**src/rtl/jt900h_memwait_if.sv**
```systemverilog
// Core-side RAM port and external memory req/ack port of the wait-state bridge.
// master: the environment (core + memory), slave: the bridge itself.
interface jt900h_memwait_if;
  logic [23:0] cpu_addr;
  logic [15:0] cpu_din;
  logic [1:0]  cpu_we;
  logic [15:0] cpu_dout;
  logic        cpu_cen;
  logic        mem_req;
  logic [22:0] mem_addr;
  logic [15:0] mem_din;
  logic [1:0]  mem_we;
  logic [15:0] mem_dout;
  logic        mem_ack;

  modport master (
    output cpu_addr, cpu_din, cpu_we, mem_dout, mem_ack,
    input  cpu_dout, cpu_cen, mem_req, mem_addr, mem_din, mem_we
  );

  modport slave (
    input  cpu_addr, cpu_din, cpu_we, mem_dout, mem_ack,
    output cpu_dout, cpu_cen, mem_req, mem_addr, mem_din, mem_we
  );
endinterface

```
**src/rtl/jt900h_memwait.sv**
```systemverilog
// Wait-state bridge: gates the core's cen until read data or write completion
// is available from a slow req/ack memory. A one-entry read tag lets repeated
// reads of the same word proceed without a memory access. Every access is
// bounded by a timeout that returns 0xFFFF and raises a sticky bus_err.
module jt900h_memwait #(
  parameter int TOUT = 255,
  parameter int TW   = 8
) (
  input  logic             clk,
  input  logic             rst,
  jt900h_memwait_if.slave  bus,
  input  logic             err_clr,
  output logic             bus_err
);
  localparam logic [1:0] IDLE = 2'd0;
  localparam logic [1:0] REQ  = 2'd1;
  localparam logic [1:0] DONE = 2'd2;

  localparam logic [TW-1:0] TLAST = TW'(TOUT - 1);

  logic [1:0]    st_q,   st_d;
  logic          tagv_q, tagv_d;
  logic          cen_q,  cen_d;
  logic          req_q,  req_d;
  logic [22:0]   addr_q, addr_d;
  logic [15:0]   din_q,  din_d;
  logic [1:0]    we_q,   we_d;
  logic [15:0]   dout_q, dout_d;
  logic [TW-1:0] cnt_q,  cnt_d;
  logic          err_q,  err_d;
  logic          hit;

  // Byte address bit 0 is irrelevant: the bridge always returns a full word.
  logic unused_addr0;
  assign unused_addr0 = bus.cpu_addr[0];

  // The tag address is mem_addr itself: it only changes on a miss, and a miss
  // always invalidates the tag first, so a valid tag always matches addr_q.
  assign hit = (st_q == IDLE) && (bus.cpu_we == 2'b00) && tagv_q &&
               (bus.cpu_addr[23:1] == addr_q);

  // Next-state logic for the access sequencer and the sticky error flag
  always_comb begin
    st_d   = st_q;
    tagv_d = tagv_q;
    cen_d  = 1'b0;
    req_d  = req_q;
    addr_d = addr_q;
    din_d  = din_q;
    we_d   = we_q;
    dout_d = dout_q;
    cnt_d  = cnt_q;
    err_d  = err_clr ? 1'b0 : err_q;
    case (st_q)
      IDLE: begin
        if (!hit) begin
          addr_d = bus.cpu_addr[23:1];
          din_d  = bus.cpu_din;
          we_d   = bus.cpu_we;
          tagv_d = 1'b0;
          cnt_d  = '0;
          req_d  = 1'b1;
          st_d   = REQ;
        end
      end
      REQ: begin
        cnt_d = cnt_q + 1'b1;
        // ack takes priority over a timeout landing in the same cycle
        if (bus.mem_ack) begin
          if (we_q == 2'b00) begin
            dout_d = bus.mem_dout;
            tagv_d = 1'b1;
          end
          req_d = 1'b0;
          cen_d = 1'b1;
          st_d  = DONE;
        end else if (cnt_q == TLAST) begin
          dout_d = 16'hFFFF;
          err_d  = 1'b1;
          tagv_d = 1'b0;
          req_d  = 1'b0;
          cen_d  = 1'b1;
          st_d   = DONE;
        end
      end
      DONE: st_d = IDLE;
      default: st_d = IDLE;
    endcase
  end

  // State registers; reset drops an in-flight request immediately
  always_ff @(posedge clk or negedge rst) begin
    if (!rst) begin
      st_q   <= IDLE;
      tagv_q <= 1'b0;
      cen_q  <= 1'b0;
      req_q  <= 1'b0;
      addr_q <= '0;
      din_q  <= '0;
      we_q   <= '0;
      dout_q <= '0;
      cnt_q  <= '0;
      err_q  <= 1'b0;
    end else begin
      st_q   <= st_d;
      tagv_q <= tagv_d;
      cen_q  <= cen_d;
      req_q  <= req_d;
      addr_q <= addr_d;
      din_q  <= din_d;
      we_q   <= we_d;
      dout_q <= dout_d;
      cnt_q  <= cnt_d;
      err_q  <= err_d;
    end
  end

  assign bus.cpu_cen  = cen_q | hit;
  assign bus.cpu_dout = dout_q;
  assign bus.mem_req  = req_q;
  assign bus.mem_addr = addr_q;
  assign bus.mem_din  = din_q;
  assign bus.mem_we   = we_q;
  assign bus_err      = err_q;
endmodule

```
**src/flat_wrapper.sv**
```systemverilog
// flat-port wrapper written by rule: the top's interface ports become plain ports
module jt900h_memwait_flat 
#(
  parameter int TOUT = 255,
  parameter int TW   = 8
)
  (clk, rst, err_clr, bus_err, bus_cpu_addr, bus_cpu_din, bus_cpu_we, bus_mem_dout, bus_mem_ack, bus_cpu_dout, bus_cpu_cen, bus_mem_req, bus_mem_addr, bus_mem_din, bus_mem_we);
  jt900h_memwait_if bus_i ();
  input  logic clk;
  input  logic rst;
  input  logic err_clr;
  output logic bus_err;
  input wire logic [$bits(bus_i.cpu_addr)-1:0] bus_cpu_addr;
  input wire logic [$bits(bus_i.cpu_din)-1:0] bus_cpu_din;
  input wire logic [$bits(bus_i.cpu_we)-1:0] bus_cpu_we;
  input wire logic [$bits(bus_i.mem_dout)-1:0] bus_mem_dout;
  input wire logic [$bits(bus_i.mem_ack)-1:0] bus_mem_ack;
  output wire logic [$bits(bus_i.cpu_dout)-1:0] bus_cpu_dout;
  output wire logic [$bits(bus_i.cpu_cen)-1:0] bus_cpu_cen;
  output wire logic [$bits(bus_i.mem_req)-1:0] bus_mem_req;
  output wire logic [$bits(bus_i.mem_addr)-1:0] bus_mem_addr;
  output wire logic [$bits(bus_i.mem_din)-1:0] bus_mem_din;
  output wire logic [$bits(bus_i.mem_we)-1:0] bus_mem_we;
  assign bus_i.cpu_addr = bus_cpu_addr;
  assign bus_i.cpu_din = bus_cpu_din;
  assign bus_i.cpu_we = bus_cpu_we;
  assign bus_i.mem_dout = bus_mem_dout;
  assign bus_i.mem_ack = bus_mem_ack;
  assign bus_cpu_dout = bus_i.cpu_dout;
  assign bus_cpu_cen = bus_i.cpu_cen;
  assign bus_mem_req = bus_i.mem_req;
  assign bus_mem_addr = bus_i.mem_addr;
  assign bus_mem_din = bus_i.mem_din;
  assign bus_mem_we = bus_i.mem_we;
  jt900h_memwait #(.TOUT(TOUT), .TW(TW)) u_core (.clk(clk), .rst(rst), .bus(bus_i), .err_clr(err_clr), .bus_err(bus_err));
endmodule
```
**config.mk**
```make
export PLATFORM = sky130hd
export DESIGN_NAME = jt900h_memwait_flat
export DESIGN_NICKNAME = d
export VERILOG_FILES = /design/src/rtl/jt900h_memwait_if.sv /design/src/rtl/jt900h_memwait.sv /design/src/flat_wrapper.sv
export SDC_FILE = /design/constraint.sdc
export NUM_CORES = 1
export LEC_CHECK = 0
export ABC_CLOCK_PERIOD_IN_PS = 6900
export BUFFER_PORTS_ARGS = -buffer_cell sky130_fd_sc_hd__clkbuf_2
export CAP_MARGIN = 40
export CORE_MARGIN = 5
export CORE_UTILIZATION = 40
export DETAILED_ROUTE_END_ITERATION = 8
export GPL_ROUTABILITY_DRIVEN = 0
export PLACE_DENSITY_LB_ADDON = 0.15
export RECOVER_POWER = 100
export SLEW_MARGIN = 30
export SYNTH_ARGS = -nofsm -noshare
export SYNTH_HDL_FRONTEND = slang
export SYNTH_SLANG_ARGS = --single-unit
```
**constraint.sdc**
```tcl
create_clock -name clk -period 6.9 [get_ports clk]
set_clock_uncertainty 0.15 [all_clocks]
set_input_delay 0.69 -clock clk [delete_from_list [all_inputs] [get_ports clk]]
set_output_delay 0.69 -clock clk [all_outputs]
set_load 0.02 [all_outputs]
```
==> results of run 1 <==
[layout make-up]
cell class | instances | area [um^2]
clock buffers | 15 | 176
fillers | 825 | 4260
inverters | 11 | 41.3
multi-input cells | 157 | 1300
flip-flops and latches | 71 | 1780
well taps | 105 | 131
repair buffers | 122 | 532
[power breakdown]
part | switching (mW) | internal [mW]
clock network | 0.139 | 0.159
logic | 0.481 | 0.313
registers | 0.137 | 0.607
[cell families (layout without fill, tap and decap cells)]
logic type | Yosys count | after routing | synth area share, %
DFF | 71 | 71 | 52.8
muxes | 53 | 53 | 22.1
and+or+nand+nor | 49 | 49 | 8.52
AOI/OAI and AO/OA | 30 | 30 | 6.14
xor gates and xnor gates | 23 | 23 | 5.99
buffers and inverters | 21 | 148 | 3.68
adders and majority gates | 2 | 2 | 0.744
[sequential cells by signal, summed over array words and instances (netlist names)]
signal / flops
u_core.cen_q: 1
u_core.bus.cpu_dout: 16
u_core.bus_err: 1
u_core.tagv_q: 1
u_core.bus.mem_we: 2
u_core.bus.mem_addr: 23
u_core.st_q: 2
u_core.bus.mem_din: 16
u_core.bus.mem_req: 1
u_core.cnt_q: 8
[through the flow]
step	worst slack, ns	utilization (%)	hold WS [ns]	instance area (um^2)
after CTS	3.92	51.3	0.192	4220
after detailed placement	4.09	49.2	0.342	4040
after floorplan	4.41	-	0.244	3360
final	3.12	48.2	0.333	3960
after global placement	4.10	49.0	0.339	4020
after global routing	2.39	48.2	0.347	3960
[how the worst max path moves through the flow]
stage	startpoint	slack, ns	cells after the start	endpoint
2_1_floorplan	bus_cpu_addr[15]	4.41	4	bus_cpu_cen
3_3_place_gp	bus_cpu_addr[15]	4.10	6	bus_cpu_cen
3_5_place_dp	bus_cpu_addr[15]	4.09	6	bus_cpu_cen
4_1_cts	u_core.st_q[0]	3.92	5	bus_cpu_cen
5_1_grt	rst	2.39	2	u_core.cen_q
6_report	u_core.st_q[0]	3.12	6	u_core.bus.mem_din[0]
[synth_stat cells, types with 2 or more instances]
| cell type | instances | area share, % |
|---|---|---|
| a21o_1 | 2 | 0.45 |
| a21oi_1 | 3 | 0.45 |
| a31oi_1 | 6 | 1.1 |
| buf_4 | 2 | 0.45 |
| buf_6 | 5 | 1.7 |
| clkbuf_1 | 3 | 0.33 |
| dfrtp_1 | 71 | 53 |
| ha_1 | 2 | 0.74 |
| inv_1 | 10 | 1.1 |
| mux2_2 | 14 | 4.7 |
| mux2_4 | 39 | 17 |
| nand2_1 | 7 | 0.78 |
| nand2b_1 | 13 | 2.4 |
| nand3_1 | 3 | 0.45 |
| nand4_1 | 6 | 1.1 |
| nor2_1 | 6 | 0.67 |
| nor2b_1 | 2 | 0.37 |
| nor3_1 | 4 | 0.60 |
| o21ai_0 | 8 | 1.2 |
| o22a_1 | 4 | 1.0 |
| o22ai_1 | 2 | 0.37 |
| or4_1 | 2 | 0.45 |
| xnor2_1 | 23 | 6.0 |
[routing by layer]
metal	vias to the layer above	GRT usage, %	wire length (um)
met5	-	0	0
met4	0	6.75	126
met3	10	4.61	429
met2	57	22.2	3410
met1	1076	18.3	3030
li1	1117	-	-
==> metrics.md, run 1 <==
| Metric | Value |
|---|---|
| Outcome | `complete, but fails checks` |
| Failing checks | `capacitance limit, slew limit` |
| Hold Crit Start | `u_core.bus.mem_din[6]` |
| Clock sink count | `71` |
| # rows | `33` |
| Worst path bufs/invs | `1` |
| Worst EP arrival | `3.83 ns` |
| Ys Warns | `0` |
| Tightest Pin Transition | `2.31 ns` |
| Setup CP Type | `flop to flop` |
| Core Area | `8220 um^2` |
| DRT iter0 DRCs | `61` |
| Critical Path Max Stage Delay | `0.91 ns` |
| Crit-path max FO | `42` |
| Remaining antenna violation count | `0` |
| Syn Std Cell Area | `3360 um^2` |
| RR Endpoint | `u_core.bus.mem_din[0]` |
| RSZ-0062 raised after global routing | `no` |
| Cell count after synthesis | `249` |
| Total detailed-routing wirelength | `7000 um` |
| CP startpoint kind | `flop` |
| Largest net degree at the start of global routing | `43` |
| Post-synth EDFFs | `0` |
| Crit share post-route | `54.8%` |
| Post-DP HPWL | `5200 um` |
| Power Total | `1.84 mW` |
| FMAX | `0.265 GHz` |
| Synthesized flop and latch total | `71` |
| CP most frequent cell | `nor4_1` |
| Total CTS buffers | `9` |
| Post-Layout Cell Count | `481` |
| Leakage power | `1.66 nW` |
| Die ar. | `10300 um^2` |
| Total Routing Usage GR | `14.4%` |
| Distinct cells, synth | `35` |
| Vias/cell | `4.70` |
| Max_cap viols | `3` |
| Mapped Nets | `313` |
| Worst path cell trace | `nor4_1, nand2_1, nor4_1, a211oi_4, clkbuf_1, mux2_1` |
| WHS Endpoint | `u_core.bus.mem_din[6]` |
| Die H | `102 um` |
| GRT Residual Overflow | `0` |
| Hold path cells | `1` |
| Resized cells post-CTS | `0` |
| CP max stage cell | `clkbuf_1` |
| Period minus WS final | `3.78 ns` |
| Final net count | `436` |
| Vias | `2260` |
| Boundary pin count | `122` |
| Top_reg_cell synth | `dfrtp_1` |
| Post-Place Cells | `466` |
| Worst-Skew Late Latency | `0.33 ns` |
| Global-route wire length before repair | `11400 um` |
| Fin. Hold Viols | `0` |
| Die X | `102 um` |
| Hold buffer count at cts | `0` |
| DR WL/cell | `14.5 um` |
| Most frequent cells in the layout | `71 x dfrtp_1, 66 x clkbuf_1, 59 x clkbuf_2` |
| Starting Density | `40.9%` |
| Most common cell after layout, fill and taps aside | `dfrtp_1` |
| Share of flip-flops with an asynchronous set or reset | `100%` |
| Fraction of layout cells with a size suffix above 1 | `23.1%` |
| Maximum vdd drop | `0.191 mV` |
| R2R Setup Slk | `3.12 ns` |
| First-pass iteration count of the detailed router | `4` |
| Layout area overhead | `17.7%` |
| Antenna violations before repair | `0` |
| Worst-case clock buffer depth | `2` |
| FF-to-FF Start | `u_core.st_q[0]` |
| Clk pin slew, worst setup/hold paths | `0.07 ns` |
| H-tree Lvls | `3` |
| Worst path top cell family by delay | `simple AND/OR/NAND/NOR gates` |
| Final Setup Violations | `0` |
| Vias in the first global route | `2397` |
| Clock root buffer | `clkbuf_8` |
| Register area share after synthesis | `52.8%` |
| Setup TNS | `0 ns` |
| Drt drc | `0` |
| Setup repair bufs after CTS | `0` |
| I/O Buffers | `120` |
| CTS tree | `yes` |
| Slew Limit Headroom | `-53.9%` |
| Max Slew Vio Count | `117` |
| Hold Crit Class | `flop to flop` |
| FF-to-FF path depth | `6` |
| Pwr/cell area | `464 nW/um^2` |
| Ant diodes | `0` |
| Endpoint class of the critical path | `flop` |
| Syn avg cell area | `13.5 um^2` |
| CP required | `6.96 ns` |
(Power assumes the default switching activity.)
==> run 2, diff against run 1 <==
--- a/config.mk
+++ b/config.mk
@@ -5,7 +5,7 @@
 export SDC_FILE = /design/constraint.sdc
 export NUM_CORES = 1
 export LEC_CHECK = 0
-export ABC_CLOCK_PERIOD_IN_PS = 6900
+export ABC_CLOCK_PERIOD_IN_PS = 3600
 export BUFFER_PORTS_ARGS = -buffer_cell sky130_fd_sc_hd__clkbuf_2
 export CAP_MARGIN = 40
 export CORE_MARGIN = 5
==> constraint.sdc (replaced) <==
create_clock -name clk -period 3.6 [get_ports clk]
set_clock_uncertainty 0.15 [all_clocks]
set_input_delay 0.36 -clock clk [delete_from_list [all_inputs] [get_ports clk]]
set_output_delay 0.36 -clock clk [all_outputs]
set_load 0.02 [all_outputs]
==> metrics.md, run 2 (synthesized netlist as in run 1, its figures left out) <==
| Metric | Value |
|---|---|
| R2R Setup Slk | `0.99 ns (-2.13 ns)` |
| Setup CP Type | `flop to output pin` |
| Placed cell areas | `4040 um^2 (unchanged)` |
| Worst path cell trace | `nor4_1, nand2_1, nor4_4, a21o_1, clkbuf_1` |
| Antenna violations before repair | `0 (unchanged)` |
| Total detailed-routing wirelength | `7250 um (+3.6%)` |
| Tightest Pin Transition | `1.91 ns (-0.399 ns)` |
| Max Slew Vio Count | `34 (-71%)` |
| RSZ-0062 raised after global routing | `no` |
| Clock root buffer | `clkbuf_8` |
| Max_cap viols | `1 (-2)` |
| Vias in the first global route | `2506 (+4.5%)` |
| RR Endpoint | `u_core.bus.cpu_dout[12]` |
| Drt drc | `0 (unchanged)` |
| Core Area | `8220 um^2 (unchanged)` |
| Worst hold slack | `0.0501 ns (-0.283 ns)` |
| Setup TNS | `0 ns (unchanged)` |
| Largest net degree at the start of global routing | `43 (unchanged)` |
| First-pass iteration count of the detailed router | `4 (unchanged)` |
| Total CTS buffers | `9 (unchanged)` |
| Boundary pin count | `122 (unchanged)` |
| Endpoint class of the critical path | `output pin` |
| WHS Endpoint | `u_core.bus_err` |
| Ant diodes | `0 (unchanged)` |
| Number of flip-flops in the largest register | `23 (unchanged)` |
| Most frequent cells in the layout | `71 x dfrtp_1, 62 x clkbuf_1, 59 x clkbuf_2` |
| Finished Cell Area | `4000 um^2 (+1.1%)` |
| Core Util, Final | `48.7% (+0.53 points)` |
| Post-DP HPWL | `5320 um (+2.2%)` |
| Crit share post-route | `74.8%` |
| Die ar. | `10300 um^2 (unchanged)` |
| Worst-Skew Late Latency | `0.34 ns (about the same)` |
| Fill count | `806 (-2.3%)` |
| Pwr/cell area | `882 nW/um^2 (+90%)` |
| FF-to-FF Start | `u_core.cnt_q[0]` |
| Hold Crit Class | `input pin to flop` |
| CP startpoint kind | `flop` |
| Remaining antenna violation count | `0 (unchanged)` |
| Outcome | `complete, but fails checks` |
| Hold path cells | `2 (+1)` |
| GRT Residual Overflow | `0 (unchanged)` |
| # rows | `33 (unchanged)` |
| Leakage power | `1.70 nW (+2.2%)` |
| Failing checks | `capacitance limit, slew limit` |
| Fraction of layout cells with a size suffix above 1 | `24.9% (+1.7 points)` |
| Total Routing Usage GR | `14.7% (+0.31 points)` |
| Period minus WS final | `2.69 ns` |
| DRT iter0 DRCs | `74 (+21%)` |
| DR WL/cell | `15.0 um (+3.2%)` |
| H-tree Lvls | `3 (unchanged)` |
| Maximum vdd drop | `0.342 mV (+79%)` |
| CTS tree | `yes` |
| Power Total | `3.53 mW (+92%)` |
| Final net count | `437 (+0.23%)` |
| Slew Limit Headroom | `-27.3% (+27 points)` |
| Critical Path Max Stage Delay | `0.54 ns (-0.37 ns)` |
| Final Setup Violations | `0 (unchanged)` |
| Starting Density | `40.9% (unchanged)` |
| Layout area overhead | `19.0%` |
| CP required | `3.09 ns (-3.87 ns)` |
| Die H | `102 um (unchanged)` |
| Clock sink count | `71 (unchanged)` |
| Most common cell after layout, fill and taps aside | `dfrtp_1` |
| I/O Buffers | `120 (unchanged)` |
| Worst EP arrival | `2.18 ns (-1.65 ns)` |
| Worst-case clock buffer depth | `2 (unchanged)` |
| Crit-path max FO | `12 (-71%)` |
| Clk pin slew, worst setup/hold paths | `0.07 ns (about the same)` |
| Vias/cell | `4.86 (+3.3%)` |
| Hold Crit Start | `err_clr` |
| CP max stage cell | `dfrtp_1` |
| FMAX | `0.371 GHz` |
| Fin. Hold Viols | `0 (unchanged)` |
| FF-to-FF path depth | `7 (+1)` |
| Die X | `102 um (unchanged)` |
| Global-route wire length before repair | `11800 um (+3.1%)` |
| Vias | `2345 (+3.8%)` |
-- run 2: changes by cell type in the layout (fill, tap and decap cells not counted), sizes merged --
cell	delta
dlygate4sd3	+1
clkinv	+4
buf	+2
clkbuf	-5
-- run 2: through the flow --
| step | setup WS (ns) | cells |
|---|---|---|
| 2_1_floorplan | 1.39 | 249 |
| 3_3_place_gp | 0.999 | 465 |
| 3_5_place_dp | 0.961 | 466 |
| 4_1_cts | 0.944 | 483 |
| 5_1_grt | 0.766 | 483 |
| 6_report | 0.908 | 483 |
-- run 2: final cells by class --
| type | instances | area [um^2] | share of cell area (%) |
|---|---|---|---|
| clock inverter | 4 | 20.0 | 0.500 |
| inverter | 11 | 41.3 | 1.03 |
| multi-input combinational | 157 | 1320 | 32.9 |
| sequential | 71 | 1780 | 44.4 |
| clock buffer | 12 | 155 | 3.88 |
| tap | 105 | 131 | 3.28 |
| timing repair buffer | 123 | 562 | 14.0 |
-- run 2: worst max-delay path by stage --
stage                         start                 endpoint  slack, ns  depth (start not counted)
floorplan           u_core.cnt_q[0]  u_core.bus.cpu_dout[10]       1.39                          9
global placement    u_core.cnt_q[0]   u_core.bus.cpu_dout[4]        1.0                          7
detailed placement  u_core.cnt_q[0]  u_core.bus.cpu_dout[12]       0.96                          7
CTS                 u_core.cnt_q[0]  u_core.bus.cpu_dout[12]       0.94                          7
global route         u_core.st_q[0]              bus_cpu_cen       0.77                          5
finish               u_core.st_q[0]              bus_cpu_cen       0.91                          5
-- run 2: layer usage --
metal  vias to the layer above  track usage [%]  share of wire (%)
li1                       1111                -                  -
met1                      1167             18.0                 42
met2                        57             24.0                 50
met3                        10             4.68                6.6
met4                         0             5.83                1.5
met5                         -                0                  0
-- run 2: where the power goes --
group	internal (mW)	total (mW)	switching, mW
combinational	0.595	1.53	0.932
sequential	1.16	1.43	0.268
clock	0.283	0.573	0.290
-- run 2: worst max-delay path, delay by kind of cell (launching register included) --
| family | cells | cell delay (ns) |
|---|---|---|
| compound gates | 1 | 0.18 |
| buf+inv | 1 | 0.25 |
| flops | 1 | 0.54 |
| simple gates | 3 | 0.87 |
-- run 2: what timing repair did --
item                                   in CTS  in global routing
resized for setup                           0                  0
hold buffers                                1                  0
buffers inserted                            0                  0
endpoints found under the hold margin      33                  0
==> run 3, diff against run 2 <==
--- a/config.mk
+++ b/config.mk
@@ -5,7 +5,7 @@
 export SDC_FILE = /design/constraint.sdc
 export NUM_CORES = 1
 export LEC_CHECK = 0
-export ABC_CLOCK_PERIOD_IN_PS = 3600
+export ABC_CLOCK_PERIOD_IN_PS = 2800
 export BUFFER_PORTS_ARGS = -buffer_cell sky130_fd_sc_hd__clkbuf_2
 export CAP_MARGIN = 40
 export CORE_MARGIN = 5
==> constraint.sdc (replaced) <==
create_clock -name clk -period 2.8 [get_ports clk]
set_clock_uncertainty 0.15 [all_clocks]
set_input_delay 0.28 -clock clk [delete_from_list [all_inputs] [get_ports clk]]
set_output_delay 0.28 -clock clk [all_outputs]
set_load 0.02 [all_outputs]
==> metrics.md, run 3 (synthesized netlist as in run 1, its figures left out) <==
| Metric | Value |
|---|---|
| Logic pwr share | `43.4% (about the same)` |
| Switching share of power | `40.5% (-1.7 points)` |
| Leakage power | `1.76 nW (+3.7%)` |
| Outcome | `finished, final reports clean` |
| Resized cells post-CTS | `0 (unchanged)` |
| Ant diodes | `0 (unchanged)` |
| Vias/cell | `4.71 (-2.9%)` |
| Die H | `102 um (unchanged)` |
| Clock root buffer | `clkbuf_8` |
| Number of flip-flops in the largest register | `23 (unchanged)` |
| Starting Density | `40.9% (unchanged)` |
| Worst path bufs/invs | `2 (+1)` |
| Worst-Skew Late Latency | `0.33 ns (about the same)` |
| Final Setup Violations | `0 (unchanged)` |
| Max_cap viols | `0 (-1)` |
| FMAX | `0.407 GHz` |
| Global-route wire length before repair | `11900 um (+0.47%)` |
| Layout area overhead | `22.7%` |
| Fill count | `799 (-0.87%)` |
| Total CTS buffers | `9 (unchanged)` |
| Setup TNS | `0 ns (unchanged)` |
| Setup repair bufs after CTS | `0 (unchanged)` |
| Slew Limit Headroom | `5.00% (+32 points)` |
| Worst path top cell family by delay | `simple AND/OR/NAND/NOR gates` |
| Largest net degree at the start of global routing | `49 (+14%)` |
| Crit share post-route | `87.9%` |
| Power Total | `4.69 mW (+33%)` |
| RSZ-0062 raised after global routing | `no` |
| CP startpoint kind | `flop` |
| Vias in the first global route | `2522 (+0.64%)` |
| Worst hold slack | `0.0102 ns (-0.0399 ns)` |
| Endpoint class of the critical path | `flop` |
| Clock network fraction of design power | `18.0% (+1.8 points)` |
| Die X | `102 um (unchanged)` |
| Remaining antenna violation count | `0 (unchanged)` |
| Boundary pin count | `122 (unchanged)` |
| Vias | `2319 (-1.1%)` |
| Worst-case clock buffer depth | `2 (unchanged)` |
| Maximum vdd drop | `0.498 mV (+46%)` |
| Final net count | `446 (+2.1%)` |
| Period minus WS final | `2.46 ns` |
| Pwr/cell area | `1140 nW/um^2 (+29%)` |
| Total Routing Usage GR | `14.6% (-0.091 points)` |
| Post-DP HPWL | `5320 um (about the same)` |
| Total detailed-routing wirelength | `7140 um (-1.6%)` |
| Antenna violations before repair | `0 (unchanged)` |
| Setup CP Type | `flop to flop` |
| H-tree Lvls | `3 (unchanged)` |
| I/O Buffers | `120 (unchanged)` |
| # rows | `33 (unchanged)` |
| DR WL/cell | `14.5 um (-3.4%)` |
| Dpl ws | `0.478 ns (-0.483 ns)` |
| Die ar. | `10300 um^2 (unchanged)` |
| Clock sink count | `71 (unchanged)` |
| Worst EP arrival | `2.52 ns (+0.34 ns)` |
| Clk pin slew, worst setup/hold paths | `0.07 ns (about the same)` |
| Drt drc | `0 (unchanged)` |
| CP max stage cell | `or4_1` |
| Most common cell after layout, fill and taps aside | `dfrtp_1` |
| GRT Residual Overflow | `0 (unchanged)` |
| Crit-path max FO | `16 (+4)` |
| CP required | `2.86 ns (-0.23 ns)` |
| Fin. Hold Viols | `0 (unchanged)` |
| DRT iter0 DRCs | `75 (+1.4%)` |
| Tightest Pin Transition | `1.43 ns (-0.485 ns)` |
| Max Slew Vio Count | `0 (-100%)` |
| Hold Crit Class | `input pin to flop` |
| PnR worst setup slack | `0.340 ns (-0.568 ns)` |
| First-pass iteration count of the detailed router | `4 (unchanged)` |
| Core Util, Final | `50.2% (+1.5 points)` |
| Most frequent cells in the layout | `71 x dfrtp_1, 62 x clkbuf_1, 60 x clkbuf_2` |
| Critical Path Max Stage Delay | `0.50 ns (-0.04 ns)` |
| Core Area | `8220 um^2 (unchanged)` |
| Flop pwr share | `38.6% (-1.9 points)` |
| P_int | `2.79 mW (+37%)` |
| Switching power total | `1.90 mW (+28%)` |
| CTS tree | `yes` |
| Fraction of layout cells with a size suffix above 1 | `25.1% (+0.20 points)` |
| Worst path cell trace | `inv_1, ha_1, nand4_1, or4_1, nor2_1, o21a_1, clkbuf_2, mux2_2` |
## run 3: worst register-to-register path: stages (launching register included)
cell and delay (ns):
dfrtp_1 0.40, inv_1 0.10, ha_1 0.15, nand4_1 0.09, or4_1 0.50, nor2_1 0.12
o21a_1 0.11, clkbuf_2 0.34, mux2_2 0.39
## run 3: routing by layer
metal	vias up	global-route usage, %	share of wire, %
met5	-	0	0
met4	0	4.40	1.5
met3	7	5.99	7.1
met2	60	24.2	50
met1	1119	17.3	41
li1	1133	-	-
## run 3: path summary, 6_finish.rpt
path / from / end / slack [ns] / cells after the start
min in group asynchronous: rst / u_core.bus.mem_din[15] / 0.66 / 2
min: bus_cpu_din[11] / u_core.bus.mem_din[11] / 0.01 / 2
max in group asynchronous: rst / u_core.cnt_q[0] / 0.96 / 3
max reg2reg: u_core.cnt_q[0] / u_core.bus.cpu_dout[7] / 0.34 / 8
min reg2reg: u_core.bus.mem_din[13] / u_core.bus.mem_din[13] / 0.34 / 1
max: u_core.cnt_q[0] / u_core.bus.cpu_dout[7] / 0.34 / 8
## run 3: area by class of cell
class                      instances  area (um^2)  share of cell area (%)
sequential                        71         1780                    43.0
tap                              105          131                    3.18
clock inverter                     3         40.0                   0.970
inverter                          11         41.3                    1.00
clock buffer                      13          169                    4.09
timing repair buffer             132          662                    16.0
multi-input combinational        157         1310                    31.7
## run 3: what timing repair did
| item | in CTS | in global routing |
|---|---|---|
| endpoints found under the setup margin | 0 | 0 |
| hold buffers | 6 | 1 |
| endpoints found under the hold margin | 28 | 1 |
## run 3: through the flow
step                instance area (um^2)  std cells
floorplan                           3360        249
global placement                    4060        468
detailed placement                  4090        469
CTS                                 4350        491
global route                        4130        492
finish                              4130        492
## run 3: power by group through the flow
stage / clock [mW] / sequential [mW] / combinational [mW]
final: 0.844 / 1.81 / 2.04
after global routing: 0.927 / 1.88 / 2.23
after floorplan: 0 / 2.34 / 1.32
after detailed placement: 0 / 1.85 / 2.55
after global placement: 0 / 1.84 / 2.51
after CTS: 0.881 / 1.84 / 2.55
